===== src/rtl/ram32x4_arbiter.sv =====
// Two-requester round-robin front end for a 32x4 synchronous RAM.
// Zero-fills the RAM after reset or on clr, then serves one access per two cycles.
module ram32x4_arbiter #(
    parameter int unsigned ADDR_W = 5,
    parameter int unsigned DATA_W = 4,
    parameter int unsigned DEPTH  = 32
) (
    input  logic              clk,
    input  logic              rst,
    input  logic              clr,
    input  logic              req0,
    input  logic              we0,
    input  logic [ADDR_W-1:0] addr0,
    input  logic [DATA_W-1:0] wdata0,
    output logic              gnt0,
    output logic              rvalid0,
    output logic [DATA_W-1:0] rdata0,
    input  logic              req1,
    input  logic              we1,
    input  logic [ADDR_W-1:0] addr1,
    input  logic [DATA_W-1:0] wdata1,
    output logic              gnt1,
    output logic              rvalid1,
    output logic [DATA_W-1:0] rdata1,
    output logic              init_done,
    output logic              ram_en,
    output logic              ram_wen,
    output logic [ADDR_W-1:0] ram_addr,
    output logic [DATA_W-1:0] ram_din,
    input  logic [DATA_W-1:0] ram_dout
);

    typedef enum logic [1:0] {
        ST_CLEAR,
        ST_IDLE,
        ST_GRANT
    } state_t;

    localparam logic [ADDR_W-1:0] CNT_LAST = ADDR_W'(DEPTH - 1);

    state_t            state_q, state_d;
    logic [ADDR_W-1:0] cnt_q, cnt_d;
    logic              prio_q, prio_d;
    logic              ram_en_q, ram_en_d;
    logic              ram_wen_q, ram_wen_d;
    logic [ADDR_W-1:0] ram_addr_q, ram_addr_d;
    logic [DATA_W-1:0] ram_din_q, ram_din_d;
    logic              gnt0_q, gnt0_d;
    logic              gnt1_q, gnt1_d;
    logic              init_done_q, init_done_d;
    logic [1:0]        rd_pend_q, rd_pend_d;
    logic              rvalid0_q, rvalid0_d;
    logic              rvalid1_q, rvalid1_d;
    logic [DATA_W-1:0] rdata0_q, rdata0_d;
    logic [DATA_W-1:0] rdata1_q, rdata1_d;
    logic              pick1;

    // prio_q=1 means requester 1 wins a tie
    assign pick1 = req1 && (!req0 || prio_q);

    always_comb begin
        state_d     = state_q;
        cnt_d       = cnt_q;
        prio_d      = prio_q;
        ram_en_d    = 1'b0;
        ram_wen_d   = 1'b0;
        ram_addr_d  = ram_addr_q;
        ram_din_d   = ram_din_q;
        gnt0_d      = 1'b0;
        gnt1_d      = 1'b0;
        init_done_d = init_done_q;

        // Read return: RAM samples during the grant cycle, data is captured one cycle later
        rd_pend_d = {gnt1_q & ~ram_wen_q, gnt0_q & ~ram_wen_q};
        rvalid0_d = rd_pend_q[0];
        rvalid1_d = rd_pend_q[1];
        rdata0_d  = rd_pend_q[0] ? ram_dout : rdata0_q;
        rdata1_d  = rd_pend_q[1] ? ram_dout : rdata1_q;

        unique case (state_q)
            ST_CLEAR: begin
                ram_en_d    = 1'b1;
                ram_wen_d   = 1'b1;
                ram_addr_d  = cnt_q;
                ram_din_d   = '0;
                init_done_d = 1'b0;
                cnt_d       = cnt_q + ADDR_W'(1);
                if (cnt_q == CNT_LAST) begin
                    cnt_d   = '0;
                    state_d = ST_IDLE;
                end
            end
            ST_IDLE: begin
                // init_done rises the cycle after the last fill write is on the bus
                init_done_d = 1'b1;
                if (clr) begin
                    state_d     = ST_CLEAR;
                    cnt_d       = '0;
                    init_done_d = 1'b0;
                end else if (req0 || req1) begin
                    ram_en_d = 1'b1;
                    state_d  = ST_GRANT;
                    if (pick1) begin
                        ram_wen_d  = we1;
                        ram_addr_d = addr1;
                        ram_din_d  = wdata1;
                        gnt1_d     = 1'b1;
                        prio_d     = 1'b0;
                    end else begin
                        ram_wen_d  = we0;
                        ram_addr_d = addr0;
                        ram_din_d  = wdata0;
                        gnt0_d     = 1'b1;
                        prio_d     = 1'b1;
                    end
                end
            end
            ST_GRANT: begin
                state_d = ST_IDLE;
            end
            default: begin
                state_d = ST_CLEAR;
                cnt_d   = '0;
            end
        endcase
    end

    always_ff @(posedge clk) begin
        if (rst) begin
            state_q     <= ST_CLEAR;
            cnt_q       <= '0;
            prio_q      <= 1'b0;
            ram_en_q    <= 1'b0;
            ram_wen_q   <= 1'b0;
            ram_addr_q  <= '0;
            ram_din_q   <= '0;
            gnt0_q      <= 1'b0;
            gnt1_q      <= 1'b0;
            init_done_q <= 1'b0;
            rd_pend_q   <= '0;
            rvalid0_q   <= 1'b0;
            rvalid1_q   <= 1'b0;
            rdata0_q    <= '0;
            rdata1_q    <= '0;
        end else begin
            state_q     <= state_d;
            cnt_q       <= cnt_d;
            prio_q      <= prio_d;
            ram_en_q    <= ram_en_d;
            ram_wen_q   <= ram_wen_d;
            ram_addr_q  <= ram_addr_d;
            ram_din_q   <= ram_din_d;
            gnt0_q      <= gnt0_d;
            gnt1_q      <= gnt1_d;
            init_done_q <= init_done_d;
            rd_pend_q   <= rd_pend_d;
            rvalid0_q   <= rvalid0_d;
            rvalid1_q   <= rvalid1_d;
            rdata0_q    <= rdata0_d;
            rdata1_q    <= rdata1_d;
        end
    end

    assign gnt0      = gnt0_q;
    assign gnt1      = gnt1_q;
    assign rvalid0   = rvalid0_q;
    assign rvalid1   = rvalid1_q;
    assign rdata0    = rdata0_q;
    assign rdata1    = rdata1_q;
    assign init_done = init_done_q;
    assign ram_en    = ram_en_q;
    assign ram_wen   = ram_wen_q;
    assign ram_addr  = ram_addr_q;
    assign ram_din   = ram_din_q;

    a_gnt_onehot : assert property (@(posedge clk) disable iff (rst) !(gnt0_q && gnt1_q));
    a_gnt_has_en : assert property (@(posedge clk) disable iff (rst) (gnt0_q || gnt1_q) |-> ram_en_q);

endmodule


===== config.mk =====
export PLATFORM = sky130hd
export DESIGN_NAME = ram32x4_arbiter
export DESIGN_NICKNAME = d
export VERILOG_FILES = /design/src/rtl/ram32x4_arbiter.sv
export SDC_FILE = /design/constraint.sdc
export NUM_CORES = 1
export LEC_CHECK = 0
export ABC_AREA = 1
export CAP_MARGIN = 10
export CORE_MARGIN = 8
export CORE_UTILIZATION = 35
export CTS_BUF_LIST = sky130_fd_sc_hd__clkbuf_2
export CTS_CLUSTER_DIAMETER = 100
export DETAILED_ROUTE_END_ITERATION = 10
export GPL_TIMING_DRIVEN = 0
export PLACE_DENSITY = 0.62
export SLEW_MARGIN = 0
export SYNTH_ARGS = -nofsm -noshare
export SYNTH_HDL_FRONTEND = slang
export SYNTH_SLANG_ARGS = --single-unit

===== constraint.sdc =====
create_clock -name clk -period 1.68 [get_ports clk]
set_clock_uncertainty 0.15 [all_clocks]
set_input_delay 0.168 -clock clk [delete_from_list [all_inputs] [get_ports clk]]
set_output_delay 0.168 -clock clk [all_outputs]
set_load 0.02 [all_outputs]

Word level (Yosys, flattened, before mapping):

Index checks and enable logic that the tools add are counted.

* $add $sub $neg: 1
* eq/ne operators: 8
* multiplexer cells: 26
* bitwise logic cells: 7
* reductions and logical operators: 11

Operator list (number)
* $mux W5: 5
* $pmux W5 S3: 1
* $mux W4: 3
* $pmux W5 S2: 1
* $mux W1: 8
* $ne A2 B2 Y1 const B: 4
* $pmux W4 S2: 1
* $mux W2: 3
* $pmux W1 S2: 3
* $pmux W2 S3: 1
* $reduce_and A3 Y1: 2
* $add A5 B1 Y5 const B: 1
* $eq A5 B5 Y1 const B: 1
* $not A1 Y1: 5
* $reduce_and A2 Y1: 2
* $reduce_or A4 Y1: 1
* $ne A3 B3 Y1 const B: 1
* $and A1 B1 Y1: 2
* $eq A2 B1 Y1 const B: 1
* $eq A2 B2 Y1 const B: 1
* $logic_not A2 Y1: 1
* $logic_or A1 B1 Y1: 2
* $reduce_bool A2 Y1: 1
* $logic_and A1 B1 Y1: 1
* $logic_not A1 Y1: 1

* flip-flop bits (word level): 34
* bits of input ports: 29
* output and inout bits: 24
* word-level logic and storage cells: 68

Longest topological paths before layout:

* depth in word-level cells: 7
* depth in mapped cells: 9
* mapped depth without buffers: 9

Worst setup path after synthesis:

No wires, ideal clock.

* kind: register -> register
* from: register cnt_q[0]
* to: register cnt_q[3]
* setup time: 0.117 ns
* arrival time: 1.144 ns
* required time: 1.413 ns
* slack: 0.268 ns
* stages on the path, launching flop included: 10
* path buffers: 0
* period minus slack after synthesis: 1.412 ns
* cells stage by stage: dfxtp_1 > ha_1 > nand2_1 > nor2_1 > ha_1 > inv_1 > nand2_1 > inv_1 > o21ai_0 > nor2_1

* cells in the longest elaborated chain, start to end: 3
* elaborated cells on any way between the ends: 4
* those cells by class: add/sub (1); eq/ne (1); mux (2)

Ends and longest elaborated chain
* from (decl): line 42 `logic [ADDR_W-1:0] cnt_q, cnt_d;`
* from (signal assigned): line 147 `cnt_q <= cnt_d;`
* $add A5 B1 Y5 / $eq A5 B5 Y1 (equally long branches): line 87, 88
* $mux W5 *: line 88 `if (cnt_q == CNT_LAST) begin`
* $pmux W5 S3 *: line 80 `unique case (state_q)`

Every way passes the cells marked *; elsewhere a longest branch is shown, timed or not.
A chain may end at the register's enable or synchronous reset.

Final worst setup path:

* from: register rvalid1_q (netlist: rvalid1)
* to: output rvalid1

RTL lines
* from (decl): line 53 `logic rvalid1_q, rvalid1_d;`
* from (signal assigned): line 158 `rvalid1_q <= rvalid1_d;`
* to (decl): line 23 `output logic rvalid1,`

No word-level cell between the ends.

==> impl_metrics.tcl <==
set metrics [dict create \
    gp_congestion 0.8897 \
    pre_cts_slack_ns -0.2141 \
    viasPerCell 4.642 \
    hold_end "rdata0[2]" \
    synth.area.top_cells "dfxtp_1 (43%), inv_1 (8.2%), nand3_1 (8.0%)" \
    setup_viol 0 \
    grt-ovfl-total 0 \
    wl_per_cell_microns 13.19 \
    met1_length_mm 2.180 \
    rsz0062_at_grt "false" \
    dr.pass1.iters 4 \
    core-area_sq_um 4324 \
    reg2reg_depth 9 \
    startpoint_type "register" \
    fin_cells 324 \
    path_max_fanout 1 \
    setup_tns_ns 0 \
    drcViolationCount 0 \
    combPwrFrac 0.130 \
    hpwl_mm 3.204 \
    synth.cell_area_sq_um 1565 \
    wl_mm 4.274 \
    syn_inst 213 \
    rows 24 \
    io_buffers 51 \
    critical_path_class "register to output port" \
    endpoint_kind "output port" \
    ios 53 \
    clock_latency_ns 0.38 \
    drt_iter0_markers 57 \
    critPathMaxStageDelay_ns 0.59 \
    max_freq_mhz 624.7 \
    cp_num_buf_inv 1 \
    routed-wl-met2_mm 1.801 \
    post-synth-top-area-cell "dfxtp_1" \
    top_layer "met4" \
    clkPwrFrac 0.270 \
    grt_max_degree 11 \
    slowest_stage "clkdlybuf4s50_1" \
    min_period_over_period 0.9528 \
    critPathRequiredTime_ns 1.36 \
    met3_length_microns 199 \
    tightest_slew_ns 0.5760 \
    status "finished clean" \
    setup_ws_ns 0.07932 \
    yosys_register_bits 34 \
    seqPwrFrac 0.600 \
    crit_arrival_ns 1.28 \
    synthToLayoutAreaGrowth_pct 40.29 \
    cap_violations 0 \
    hold_path.class "input port to register" \
    timing.slew.headroom 0.6160 \
    path_clk_slew_ns 0.18 \
    nets 302 \
    maxSlewViolCount 0 \
    rrSetupSlack_ns 0.13 \
    cts-buffers-inserted 5 \
    synth.net_count 244 \
    powerDensity_nw_per_um2 630.2 \
    final-hold-violation-count 0 \
    regToRegEndpoint "cnt_q[3]" \
    cts_root_buf "clkbuf_2" \
    min_from "ram_dout[2]" \
    track_usage 0.1262 \
    htree_levels 2 \
    crit_chain "clkdlybuf4s50_1" \
    antenna_found_initial 0 \
    crit_family "buffers and inverters" \
    fin_crit_ns 1.601 \
    die_h_microns 82.88 \
    avgSynthCellArea_sq_um 7.349 \
    netlist.area_leader.share 0.4349 \
    whs_path_depth 3 \
    synth_seq_area_share 0.4349 \
    cts_tree "done" \
    r2r_start "cnt_q[1]" \
    die_x_microns 82.88 \
    diodes 0 \
    clock-sinks 34 \
    p_int_mw 1.016 \
    vdd_drop_max_v 0.0002437 \
    grt_pass1_vias 1460 \
    numPlacedInstances 316 \
    num_vias 1504 \
    p_leak_nw 1.170 \
    cts_setup_buffers 0 \
    ant_nets 0 \
    netSwitchingPower_mw 0.3674 \
    drive_above_1_share 0.08824 \
    yosys_warnings 0 \
    initial_core_util 0.3620 \
    sw_frac_of_total 0.2655 \
    grt_first_pass_wirelength_mm 7.162 \
    yosysUniqueCellTypes 27 \
    cts_buffer_depth 2 \
    die_area_sq_um 6868 \
]
## through the flow
step                power (mW)  area [sq um]  hold slack, ns    util
floorplan               0.9286          1565          0.1529       -
global placement         1.030          2141          0.2882  0.4951
detailed placement       1.032          2141          0.2974  0.4951
CTS                      1.397          2173          0.2418  0.5026
global route             1.461          2196          0.2282  0.5078
finish                   1.384          2196          0.2388  0.5078
## flip-flops by register name (all words and copies together) (netlist names)
register   cells
rvalid0        1
gnt0           1
gnt1           1
state_q        2
rd_pend_q      2
rdata0         4
init_done      1
rdata1         4
cnt_q          5
ram_addr       5
ram_wen        1
ram_din        4
prio_q         1
ram_en         1
rvalid1        1
## layout by cell type, fill, tap and decap left out, drive strengths merged, types with 6 or more instances in the layout
master / Yosys / routed
o21ai: 15 / 15
a21oi: 16 / 16
nor2: 29 / 29
nand3b: 6 / 6
dlygate4sd2: 0 / 13
clkbuf: 4 / 9
dlymetal6s2s: 0 / 10
nand2: 35 / 35
clkdlybuf4s50: 0 / 28
inv: 35 / 35
dfxtp: 34 / 34
nand3: 27 / 27
## worst max-delay path by stage
stage               start          to  cells past startpoint
2_1_floorplan    cnt_q[0]    cnt_q[3]                      9
3_3_place_gp         req0  ram_din[3]                      7
3_5_place_dp         req0     ram_wen                      7
4_1_cts        ram_din[1]  ram_din[1]                      1
5_1_grt          cnt_q[1]    cnt_q[3]                      9
6_report          rvalid1     rvalid1                      1
## cell usage after synthesis
| master | number |
|---|---|
| o21ai_0 | 14 |
| a31oi_1 | 1 |
| clkbuf_1 | 3 |
| inv_1 | 34 |
| buf_8 | 1 |
| a21oi_1 | 13 |
| nand2_1 | 33 |
| nand4_1 | 2 |
| buf_2 | 1 |
| nand3_4 | 1 |
| inv_4 | 1 |
| ha_1 | 2 |
| nand2_4 | 1 |
| nand3_2 | 1 |
| nor3b_1 | 2 |
| a21oi_2 | 3 |
| dfxtp_1 | 34 |
| nand2_2 | 1 |
| o21ai_2 | 1 |
| nor2_4 | 3 |
| buf_1 | 1 |
| clkbuf_2 | 1 |
| nand3_1 | 25 |
| or2_2 | 1 |
| nor2_1 | 26 |
| nand3b_1 | 6 |
| nor3_1 | 1 |
## layout make-up
cell class / count / area [sq um]
clock buffer: 6 / 30.03
multi-input combinational: 137 / 710.7
fill: 455 / 2128
timing repair buffer: 52 / 529.3
inverter: 35 / 133.9
buffer: 6 / 36.28
clock inverter: 2 / 8.758
tap: 52 / 65.06
sequential: 34 / 681.9
## metal layers
layer	vias up	global-route usage
li1	794	-
met1	655	0.1665
met2	47	0.1839
met3	8	0.03809
met4	0	0.05431
met5	-	0
## power groups by stage
| stage | clock network (mW) | registers (mW) | logic, mW |
|---|---|---|---|
| after global placement | 0 | 0.846 | 0.184 |
| after global routing | 0.425 | 0.833 | 0.203 |
| after CTS | 0.384 | 0.830 | 0.183 |
| final | 0.373 | 0.830 | 0.181 |
| after detailed placement | 0 | 0.847 | 0.185 |
| after floorplan | 0 | 0.853 | 0.0755 |
## timing repair
item / CTS / global route
hold buffers: 1 / 0
setup endpoints to repair: 13 / 12
resized for setup: 13 / 11
hold endpoints to repair: 6 / 0
## cells by family (layout without fill, tap and decap cells)
| logic type | Yosys count | in the layout | synth area share |
|---|---|---|---|
| buffers and inverters | 42 | 101 | 0.1111 |
| and+or+nand+nor | 103 | 103 | 0.3253 |
| DFF | 34 | 34 | 0.4349 |
| AOI/OAI and AO/OA | 32 | 32 | 0.1127 |
| adders and majority gates | 2 | 2 | 0.01598 |
Power figures use the tool's default switching activity.
